[src/rtl/mem_write_tracer.sv]
// Snoops data-port write strobes, queues in-window writes into a show-ahead trace FIFO,
// and decodes a tohost exit register into sticky done/pass/exit_code.
module mem_write_tracer #(
  parameter int                    ADDR_WIDTH  = 32,
  parameter int                    DATA_WIDTH  = 32,
  parameter int                    DEPTH       = 16,
  parameter logic [ADDR_WIDTH-1:0] WIN_BASE    = 32'h0000_0000,
  parameter logic [ADDR_WIDTH-1:0] WIN_SIZE    = 32'h0000_4000,
  parameter logic [ADDR_WIDTH-1:0] TOHOST_ADDR = 32'h0000_3FFC,
  parameter int                    CNT_WIDTH   = 16
) (
  input  logic                         clk,
  input  logic                         rst,
  input  logic [ADDR_WIDTH-1:0]        bus_addr,
  input  logic [DATA_WIDTH-1:0]        bus_wdata,
  input  logic [DATA_WIDTH/8-1:0]      bus_wenable,
  output logic                         trace_valid,
  input  logic                         trace_ready,
  output logic [ADDR_WIDTH-1:0]        trace_addr,
  output logic [DATA_WIDTH-1:0]        trace_data,
  output logic [DATA_WIDTH/8-1:0]      trace_strb,
  output logic [$clog2(DEPTH):0]       trace_level,
  output logic [CNT_WIDTH-1:0]         overflow_count,
  output logic                         done,
  output logic                         pass,
  output logic [DATA_WIDTH-2:0]        exit_code
);

  localparam int STRB_W = DATA_WIDTH / 8;
  localparam int PTR_W  = $clog2(DEPTH) + 1;
  localparam int IDX_W  = PTR_W - 1;

  // Window end is computed one bit wider so a window touching the top of the map cannot wrap.
  localparam logic [ADDR_WIDTH:0] WIN_END = {1'b0, WIN_BASE} + {1'b0, WIN_SIZE};

  typedef struct packed {
    logic [ADDR_WIDTH-1:0] addr;
    logic [DATA_WIDTH-1:0] data;
    logic [STRB_W-1:0]     strb;
  } entry_t;

  entry_t               mem_q [DEPTH];
  logic [PTR_W-1:0]     wptr_q, wptr_d;
  logic [PTR_W-1:0]     rptr_q, rptr_d;
  logic [CNT_WIDTH-1:0] ovf_q, ovf_d;
  logic                 done_q, done_d;
  logic                 pass_q, pass_d;
  logic [DATA_WIDTH-2:0] exit_q, exit_d;

  logic   ev, in_win, tohost_hit, trace_hit;
  logic   empty, full, pop, push, drop;
  entry_t wr_entry, head;

  always_comb begin
    ev         = (|bus_wenable) && !done_q;
    in_win     = ({1'b0, bus_addr} >= {1'b0, WIN_BASE}) && ({1'b0, bus_addr} < WIN_END);
    tohost_hit = ev && (bus_addr == TOHOST_ADDR) && (&bus_wenable);
    trace_hit  = ev && in_win && !tohost_hit;

    empty = (wptr_q == rptr_q);
    full  = (wptr_q[PTR_W-1] != rptr_q[PTR_W-1]) &&
            (wptr_q[IDX_W-1:0] == rptr_q[IDX_W-1:0]);
    pop   = !empty && trace_ready;
    // A pop in the same cycle frees the slot, so a full FIFO still accepts the push.
    push  = trace_hit && (!full || pop);
    drop  = trace_hit && full && !pop;
  end

  always_comb begin
    wr_entry.addr = bus_addr;
    wr_entry.strb = bus_wenable;
    for (int b = 0; b < STRB_W; b++) begin
      wr_entry.data[b*8 +: 8] = bus_wenable[b] ? bus_wdata[b*8 +: 8] : 8'h00;
    end
  end

  always_comb begin
    wptr_d = wptr_q;
    rptr_d = rptr_q;
    ovf_d  = ovf_q;
    done_d = done_q;
    pass_d = pass_q;
    exit_d = exit_q;
    if (push) wptr_d = wptr_q + PTR_W'(1);
    if (pop)  rptr_d = rptr_q + PTR_W'(1);
    if (drop && (ovf_q != '1)) ovf_d = ovf_q + CNT_WIDTH'(1);
    if (tohost_hit) begin
      done_d = 1'b1;
      pass_d = (bus_wdata == DATA_WIDTH'(1));
      exit_d = bus_wdata[DATA_WIDTH-1:1];
    end
  end

  // NOTE: non-blocking assignments keep every register sampling pre-edge values.
  always_ff @(posedge clk) begin
    if (rst) begin
      wptr_q <= '0;
      rptr_q <= '0;
      ovf_q  <= '0;
      done_q <= 1'b0;
      pass_q <= 1'b0;
      exit_q <= '0;
    end else begin
      wptr_q <= wptr_d;
      rptr_q <= rptr_d;
      ovf_q  <= ovf_d;
      done_q <= done_d;
      pass_q <= pass_d;
      exit_q <= exit_d;
    end
  end

  // NOTE: storage is not reset; reset empties the FIFO through the pointers and outputs are masked while empty.
  always_ff @(posedge clk) begin
    if (push && !rst) mem_q[wptr_q[IDX_W-1:0]] <= wr_entry;
  end

  assign head = mem_q[rptr_q[IDX_W-1:0]];

  always_comb begin
    trace_valid    = !empty;
    trace_addr     = empty ? '0 : head.addr;
    trace_data     = empty ? '0 : head.data;
    trace_strb     = empty ? '0 : head.strb;
    trace_level    = wptr_q - rptr_q;
    overflow_count = ovf_q;
    done           = done_q;
    pass           = pass_q;
    exit_code      = exit_q;
  end

endmodule

[config.mk]
export PLATFORM = sky130hd
export DESIGN_NAME = mem_write_tracer
export DESIGN_NICKNAME = d
export VERILOG_FILES = /design/src/rtl/mem_write_tracer.sv
export SDC_FILE = /design/constraint.sdc
export NUM_CORES = 1
export LEC_CHECK = 0
export CORE_MARGIN = 2
export CORE_UTILIZATION = 35
export CTS_BUF_LIST = sky130_fd_sc_hd__clkbuf_2 sky130_fd_sc_hd__clkbuf_4 sky130_fd_sc_hd__clkbuf_8
export DETAILED_ROUTE_END_ITERATION = 8
export GPL_TIMING_DRIVEN = 0
export PLACE_DENSITY = 0.54
export SETUP_SLACK_MARGIN = 0.15
export SLEW_MARGIN = 20
export SYNTH_ARGS = -nofsm -noshare
export SYNTH_HDL_FRONTEND = slang
export SYNTH_SLANG_ARGS = --single-unit
[constraint.sdc]
create_clock -name clk -period 18.95 [get_ports clk]
set_input_delay 1.895 -clock clk [delete_from_list [all_inputs] [get_ports clk]]
set_output_delay 1.895 -clock clk [all_outputs]
set_load 0.005 [all_outputs]
==> results of run 1 <==
## metrics by stage
step	hold WS, ps	TNS [ps]
2_1_floorplan	448	0
3_3_place_gp	445	-648020
3_5_place_dp	449	0
4_1_cts	461	0
5_1_grt	515	0
6_report	465	0
## worst max-delay path, cell delays in order, from the launching register on
cell and delay [ps]:
dfxtp_1 340, clkbuf_1 690, clkbuf_1 730, clkbuf_1 790
mux4_2 420, mux4_2 450, and2_1 300, clkdlybuf4s50_1 510
## power groups by stage
stage,Sequential (mW),Combinational (mW),Clock [mW]
finish,2.78,0.0615,2.12
global route,2.78,0.0671,2.28
CTS,2.78,0.0624,2.18
detailed placement,2.83,0.0623,0
global placement,2.83,0.0569,0
floorplan,2.83,0.0134,0
## kinds of logic after synthesis
| group | synth area share, % |
|---|---|
| AND/OR/NAND/NOR | 3.26 |
| multiplexers | 18.1 |
| flip-flops | 76.6 |
| adder cells (fa/ha/maj) | 0.328 |
| buffers and inverters | 1.04 |
| XOR/XNOR | 0.158 |
| AO/OA/AOI/OAI | 0.567 |
## layout by cell type, fill, tap and decap left out, types with 7 or more instances in the layout
| master | count |
|---|---|
| clkbuf_1 | 60 |
| clkbuf_4 | 63 |
| nand2_1 | 10 |
| buf_1 | 10 |
| mux2i_1 | 31 |
| mux4_2 | 340 |
| nand3_1 | 11 |
| clkinv_2 | 22 |
| and2_1 | 101 |
| buf_2 | 76 |
| clkdlybuf4s50_1 | 190 |
| o31ai_1 | 10 |
| inv_1 | 14 |
| ha_1 | 10 |
| buf_16 | 39 |
| or3_1 | 9 |
| or4_1 | 11 |
| xnor2_1 | 7 |
| nand4_1 | 15 |
| clkbuf_2 | 14 |
| nor4_1 | 16 |
| clkbuf_8 | 192 |
| clkinv_1 | 34 |
| inv_6 | 8 |
| o21ai_0 | 8 |
| dfxtp_1 | 63 |
| buf_4 | 12 |
| edfxtp_1 | 1088 |
| buf_12 | 18 |
| a21oi_1 | 21 |
| nor2_4 | 12 |
| nor2_1 | 47 |
## registers in the layout, indices dropped and copies added, names as in the netlist, named ones only
name            cells
overflow_count     16
rptr_q              5
wptr_q              5
exit_code          31
done                1
mem_q            1088
pass                1
## layout make-up
| type | instances | area, um^2 | area share [%] |
|---|---|---|---|
| sequential | 1151 | 33900 | 62.9 |
| multi-input combinational | 691 | 10000 | 18.6 |
| timing repair buffer | 323 | 3790 | 7.03 |
| clock buffer | 255 | 3120 | 5.77 |
| tap | 1650 | 2060 | 3.83 |
| clock inverter | 76 | 546 | 1.01 |
| buffer | 103 | 428 | 0.793 |
| inverter | 14 | 52.6 | 0.0974 |
| antenna | 1 | 2.50 | 0.00464 |
## how the worst min path moves through the flow
stage	start	endpoint	slack, ps	cells past startpoint
4_1_cts	pass	pass	460	2
3_3_place_gp	pass	pass	450	2
6_report	pass	pass	460	2
3_5_place_dp	pass	pass	450	2
5_1_grt	pass	pass	520	2
2_1_floorplan	pass	pass	450	2
## per-layer routing
| metal | GRT usage (%) | vias to the layer above | wire [um] |
|---|---|---|---|
| met5 | 0 | - | 43 |
| met1 | 24.5 | 12000 | 49500 |
| li1 | - | 9325 | - |
| met4 | 4.90 | 6 | 2230 |
| met3 | 4.42 | 161 | 8160 |
| met2 | 30.0 | 848 | 58000 |
==> results by group, run 1 <==
Yosys
  • Post-synth EDFFs: 1088
  • Syn Std Cell Area: 44300 um^2
  • Register bit total from synthesis: roughly 1.2k
  • Synth async-reset ratio: 0%
  • Main synth FF type: edfxtp_1
  • Sequential area share after synthesis: 76.6%
  • Post-synthesis instance total: 1959
  • Synth top cells by count: 1088 x edfxtp_1, 340 x mux4_2, 101 x and2_1
  • Syn nets: 2041
  • Area share of the largest cell type after synthesis: 73.7%
  • Top-count cell post-synth: edfxtp_1
  • Syn. warnings: 0
  • Yosys cell types: 37
  • Avg Synthesized Cell Area: 22.6 um^2
  • Cell taking the most area after synthesis: edfxtp_1
  • Synth area leaders: edfxtp_1 74%, mux4_2 17%, dfxtp_1 2.8%, and2_1 1.4%, mux2i_1 0.70%

STA
  • Clock Skews: 45.5 ps
  • Final worst slack: 11970 ps
  • RSZ-0062 raised after global routing: no
  • Fmax: 0.143 GHz
  • Slew HR: 24.1%
  • # setup viols final: 0
  • Slew @ Worst Pin: 1140 ps
  • Crit share post-route: 36.8%
  • Final hold vios: 0
  • Post-layout min period: 6980 ps
  • Final Max Tran Viols: 0

Clock network
  • H-tree levels: 4
  • Worst skew pair latency: 880 ps
  • Setup bufs post-CTS: 0
  • CTS tree: yes
  • Clock Path Buffers: 3
  • TritonCTS buffer count: 183
  • Clock transition at path regs: 60 ps
  • CTS Root Cell: clkbuf_8
  • Post-CTS sizing: 0
  • CTS sink cnt: between 1k and 1.5k
  • Hold buffers post-CTS: 0

Worst setup path
  • Reg2reg end: mem_q[3][13]
  • Worst r2r path cells: 11
  • Worst Setup EP: trace_data[30]
  • WP data arrival: 5080 ps
  • CP endpoint kind: primary output
  • Worst endpoint required time: about 17000 ps
  • Flop-to-flop setup slack: 14580 ps
  • Setup crit start kind: flop
  • Reg2reg start: done
  • Crit-path max FO: 10
  • Crit Path Category: flop to primary output

Final layout
  • Layout cell share with drive strength beyond 1: 31.6%
  • Layout Cells excl Fill: 4264
  • Design area: 54000 um^2
  • Finished Core Util: 43.0%
  • FILL cells: 10.8k
  • Post-layout net count: 2549
  • Area Growth Syn to Fin: 21.8%

Power
  • Sequential power share: 56.0%
  • Static Leakage: 16.9 nW
  • Int Power: ~3.9 mW
  • Switching Share: a little over 20%
  • Total power: 4.96 mW
  • Pwr dens: just over 90 nW/um^2
  • Clock Power Share: 42.7%
  • Logic pwr share: about 1.2%
  • Switching power: 1.02 mW
  • Peak VDD IR: 0.0452 mV

Place
  • Placed Instances: 3930
  • GPL Wtd Cong: 0.752
  • Worst slack at placement: 12030 ps
  • Area after DPL: 50300 um^2
  • # port buffers: 193
  • Post-DP HPWL: 80.0 mm

Routing
  • Final wirelength: around 120 mm
  • DR vias: 22.4k
  • Via density: approximately 5.2
  • DR iter-0 viols: approximately 1.9k
  • Post-route ant nets: 0
  • WL/cell: 27.7 um
  • DRT Pass-1 Iters: 5
  • Residual DRC: 0

Status
  • Status: finished, final reports clean

Floorplan
  • Initial Util: 35.3%
  • I/O pins: 194
  • Die height: ~360 um
  • Die ar.: 129000 um^2
  • Row count: 130
  • Core area: 126000 um^2
  • Horiz. Die Dim: 360 um

Global route
  • Grt total ovfl: 0
  • First-pass GRT wire length: between 150 and 200 mm
  • Largest net degree at the start of global routing: 27
  • Initial antenna violation count: 7
  • All-layer global routing usage: 18.3%
  • Vias in the first global route: ~24k

Job
  • Number of max-cap violations: 0

Hold path
  • Min-delay worst type: flop to flop
No activity file was read; power rests on OpenSTA's default activity.
==> inputs of run 2 (changes only) <==
- PLACE_DENSITY: 0.54 -> 0.56
- clock period: 18.95 -> 5.6 ns (I/O delays scaled with it)
==> run 2 against run 1 <==
  * Sequential share of layout area rose by 0.079 points
  * Critical path depth grew 1
  * Critical endpoint is now trace_data[24]
  * Final cell count down 0.73%
  * Critical path type unchanged
  * Via count rose by 0.47%
  * First-iteration DRC count is 29% higher
  * Combinational power increased to 3.4 times the previous value
  * Die area unchanged
  * Hold slack got worse by 180 ps
  * Utilization is 0.054 points lower
  * Routed wire length up 0.94%
  * Register-to-register slack got worse by 13000 ps
  * Setup slack worse by 12000 ps
==> results by group, run 2 (synthesis gave the netlist of run 1 again) <==
Clock network
  • Clock Path Buffers: 3
  • Clock transition at path regs: ~60 ps
  • Worst skew pair latency: ~870 ps
  • Setup bufs post-CTS: 0
  • TritonCTS buffer count: 181
  • H-tree levels: 4
  • CTS sink cnt: 1151
  • Hold buffers post-CTS: 0
  • CTS Root Cell: clkbuf_8
  • CTS tree: yes
  • Post-CTS sizing: 5

Routing
  • DR iter-0 viols: 2452
  • DR vias: 22.5k
  • DRT Pass-1 Iters: 7
  • Post-route ant nets: 0
  • Final wirelength: ~120 mm
  • WL/cell: 28.1 um
  • Via density: 5.30
  • Residual DRC: 0

Floorplan
  • Die height: 360 um
  • Initial Util: 35.3%
  • Row count: 130
  • Core area: about 130000 um^2
  • Horiz. Die Dim: 360 um
  • Die ar.: 129000 um^2
  • I/O pins: 194

Final layout
  • Area of the multi-input gates: roughly 10000 um^2
  • Commonest non-fill, non-tap cell in the layout: edfxtp_1
  • Design area: 53900 um^2
  • Layout Cells excl Fill: 4233
  • FILL cells: ~11k
  • Area Growth Syn to Fin: 21.6%
  • Register area: 33900 um^2
  • Post-layout net count: 2517
  • Finished Core Util: 42.9%
  • Max reg flops: roughly 1.1k
  • Layout cell share with drive strength beyond 1: 30.4%
  • Most frequent cells in the layout: 1088 x edfxtp_1, 340 x mux4_2, 191 x clkdlybuf4s50_1

STA
  • Final hold vios: 0
  • RSZ-0062 raised after global routing: no
  • Post-layout min period: a little over 5000 ps
  • Crit share post-route: 92.6%
  • Slew @ Worst Pin: 1110 ps
  • Clock Skews: 41.4 ps
  • Fmax: 0.193 GHz
  • # setup viols final: 0
  • Final Max Tran Viols: 0
  • Setup TNS: 0 ps
  • Slew HR: 26.0%

Status
  • Status: finished, final reports clean

Worst setup path
  • Setup crit start kind: flop
  • CP endpoint kind: primary output
  • WP data arrival: between 4000 and 5000 ps
  • Crit Path Category: flop to primary output
  • Crit-path max FO: 10
  • Worst endpoint required time: 5040 ps

Job
  • Number of max-cap violations: 0

Power
  • Peak VDD IR: around 0.23 mV
  • Static Leakage: about 17 nW
  • Pwr dens: roughly 310 nW/um^2

Hold path
  • Min-delay worst type: input pin to flop

Place
  • Post-DP HPWL: 78.7 mm
  • GPL Wtd Cong: 0.749
  • Placed Instances: 3902
  • Area after DPL: around 50000 um^2
  • # port buffers: between 150 and 200

Global route
  • Largest net degree at the start of global routing: 27
  • Vias in the first global route: ~24k
  • Grt total ovfl: 0
  • All-layer global routing usage: 18.4%
  • Initial antenna violation count: 5
  • First-pass GRT wire length: 170 mm
run 2: cell types whose count changed in the layout (fill, tap and decap cells not counted), moves of 7 or more:
cell / delta
buf_2: -54
buf_6: +24
clkbuf_2: +7
clkbuf_4: -19
clkbuf_8: -7
clkinv_1: +19
run 2: critical path, cell delays in order (launching register included):
cell	delay, ps
dfxtp_1	420
inv_1	130
ha_1	330
and4_1	200
nand2_2	420
clkbuf_1	560
clkbuf_1	680
and2_1	410
clkdlybuf4s50_1	570
run 2: routing by layer:
layer  vias to the layer above  track usage [%]  wire, um
met5                         -                0        44
met4                         6             4.98      2380
met3                       185             3.72      8500
met2                       976             30.4     58800
met1                     12000             25.0     49300
li1                       9260                -         -
run 2: power breakdown:
| part | switching [mW] | total, mW | internal, mW |
|---|---|---|---|
| Combinational | 0.157 | 0.209 | 0.0527 |
| Clock | 3.32 | 7.08 | 3.76 |
| Sequential | 0.000000573 | 9.41 | 9.41 |
| Total | 3.47 | 16.7 | 13.2 |
run 2: worst paths after layout:
| kind | from | end | slack [ps] | cells after the start |
|---|---|---|---|---|
| setup / recovery | wptr_q[0] | trace_data[24] | 420 | 8 |
| hold / removal | bus_wenable[3] | mem_q[11][3] | 280 | 1 |
| setup reg to reg | done | mem_q[3][65] | 1470 | 12 |
| hold reg to reg | pass | pass | 460 | 2 |
run 2: per-stage QoR:
step / hold slack (ps) / worst slack, ps / power, mW
after global placement: 449 / -7720 / 9.78
final: 281 / 416 / 16.7
after detailed placement: 454 / 274 / 9.80
after CTS: 287 / 290 / 16.8
after global routing: 246 / 246 / 17.2
after floorplan: 448 / -512 / 9.63
run 2: final cells by class:
cell class              count  share of cell area [%]
repair buffers            293                    6.95
diodes                      1                 0.00464
multi-input cells         691                    18.7
flip-flops and latches   1151                    62.9
inverters                  14                  0.0975
well taps                1650                    3.83
clock buffers             229                    5.34
plain buffers             103                   0.824
clock inverters           101                    1.31
==> inputs of run 3 (changes only) <==
- CORE_ASPECT_RATIO: not set -> 1.1
==> run 3 against run 2 <==
  * Clock power up 1%
  * Die area about the same
  * Utilization up 0.17 points
==> results by group, run 3 (synthesis gave the netlist of run 1 again) <==
Place
  • Worst slack at placement: -5.95 ps
  • Post-DP HPWL: between 70 and 80 mm
  • GPL Wtd Cong: 0.772
  • Placed Instances: a little under 4k
  • # port buffers: ~190

STA
  • Final worst slack: 290 ps
  • Fin Hold WS: 289 ps
  • Slew @ Worst Pin: 1120 ps
  • Clock Skews: 50.1 ps
  • Fmax: 0.188 GHz
  • Post-layout min period: 5310 ps
  • Setup TNS: 0 ps
  • Final Max Tran Viols: 0
  • Final hold vios: 0
  • RSZ-0062 raised after global routing: no
  • # setup viols final: 0
  • Crit share post-route: 94.8%
  • Slew HR: 25.3%

Worst setup path
  • CP endpoint kind: primary output
  • Reg2reg start: done
  • Crit-path max FO: 10
  • Flop-to-flop setup slack: 1480 ps
  • Crit Path Category: flop to primary output
  • Reg2reg end: mem_q[0][57]
  • Worst endpoint required time: 5040 ps
  • Setup crit start kind: flop
  • Worst Setup EP: trace_data[21]
  • Worst r2r path cells: 10
  • Worst Setup SP: rptr_q[1]
  • WP data arrival: around 4800 ps

Routing
  • DR iter-0 viols: 2208
  • Post-route ant nets: 0
  • Residual DRC: 0
  • WL/cell: approximately 28 um
  • Via density: 5.29
  • DRT Pass-1 Iters: 7
  • DR vias: 22.4k
  • Final wirelength: 118 mm

Floorplan
  • Initial Util: 35.4%
  • Core area: ~130000 um^2
  • Die height: roughly 380 um
  • Row count: 136
  • Die ar.: roughly 130000 um^2
  • Horiz. Die Dim: 343 um
  • I/O pins: 194

Clock network
  • TritonCTS buffer count: 186
  • Clock Path Buffers: 3
  • CTS Root Cell: clkbuf_8
  • CTS sink cnt: 1151
  • H-tree levels: 4
  • Worst skew pair latency: 850 ps
  • Clock transition at path regs: approximately 60 ps
  • Hold buffers post-CTS: 0
  • CTS tree: yes

Final layout
  • Area Growth Syn to Fin: 21.8%
  • Finished Core Util: around 43%
  • Commonest non-fill, non-tap cell in the layout: edfxtp_1
  • Layout Cells excl Fill: ~4.2k
  • Most frequent cells in the layout: 1088 x edfxtp_1, 340 x mux4_2, 194 x clkbuf_8
  • FILL cells: 10.9k
  • Post-layout net count: between 2k and 3k
  • Layout cell share with drive strength beyond 1: a little under a third
  • Max reg flops: 1088

Global route
  • Largest net degree at the start of global routing: 27
  • First-pass GRT wire length: 167 mm
  • All-layer global routing usage: 18.2%
  • Grt total ovfl: 0
  • Initial antenna violation count: 9
  • Vias in the first global route: 23.7k

Power
  • Switching Share: 20.4%
  • Peak VDD IR: ~0.18 mV
  • Int Power: 13.3 mW
  • Pwr dens: 311 nW/um^2
  • Switching power: 3.43 mW
  • Static Leakage: 16.7 nW
  • Logic pwr share: 1.2%
  • Clock Power Share: a little over two fifths
  • Sequential power share: a little under three fifths

Hold path
  • Hold path depth: 1
  • Min-delay worst type: input pin to flop

Job
  • Number of max-cap violations: 0

Status
  • Status: finished, final reports clean
## run 3: cell type report
type                    count  area (um^2)  area share (%)
flip-flops and latches   1151        33900            62.9
repair buffers            290         3700            6.86
diodes                      1         2.50         0.00464
clock buffers             268         3230            5.98
clock inverters            66          450           0.834
multi-input cells         691        10100            18.7
well taps                1656         2070            3.84
inverters                  14         52.6          0.0974
plain buffers             103          455           0.844
## run 3: worst min path at each step
| stage | start | endpoint | slack [ps] |
|---|---|---|---|
| after CTS | bus_wenable[2] | mem_q[12][2] | 270 |
| after floorplan | pass | pass | 450 |
| after global routing | bus_wenable[3] | mem_q[13][3] | 240 |
| final | bus_wenable[3] | mem_q[15][3] | 290 |
| after global placement | pass | pass | 440 |
| after detailed placement | pass | pass | 450 |
## run 3: power by group through the flow
stage	Clock [mW]	Combinational, mW	Sequential [mW]
5_1_grt	7.66	0.226	9.40
6_report	7.16	0.208	9.41
3_5_place_dp	0	0.208	9.59
2_1_floorplan	0	0.0453	9.59
3_3_place_gp	0	0.192	9.59
4_1_cts	7.30	0.209	9.41
## run 3: timing repair
item	in CTS	in global routing
gates resized for setup	9	0
endpoints found under the setup margin	60	0
setup buffers	0	0
hold endpoints to repair	0	0
## run 3: routing by layer
metal | vias to the layer above | wire length [um] | track usage (%)
met3 | 190 | 7980 | 3.90
met1 | 12000 | 48500 | 24.0
met4 | 6 | 2340 | 4.74
met2 | 915 | 59100 | 30.6
met5 | - | 33 | 0
li1 | 9268 | - | -
## run 3: critical path, cell delays in order, from the launching register on
cell             delay (ps)
dfxtp_1                 450
inv_1                   110
ha_1                    300
and4_1                  230
nand2_2                 460
clkbuf_1                730
clkbuf_1                630
and2_1                  400
clkdlybuf4s50_1         570
## run 3: through the flow
stage	area (um^2)	power (mW)
detailed placement	50300	9.80
global placement	48300	9.78
finish	54000	16.8
floorplan	44300	9.63
global route	54000	17.3
CTS	54000	16.9
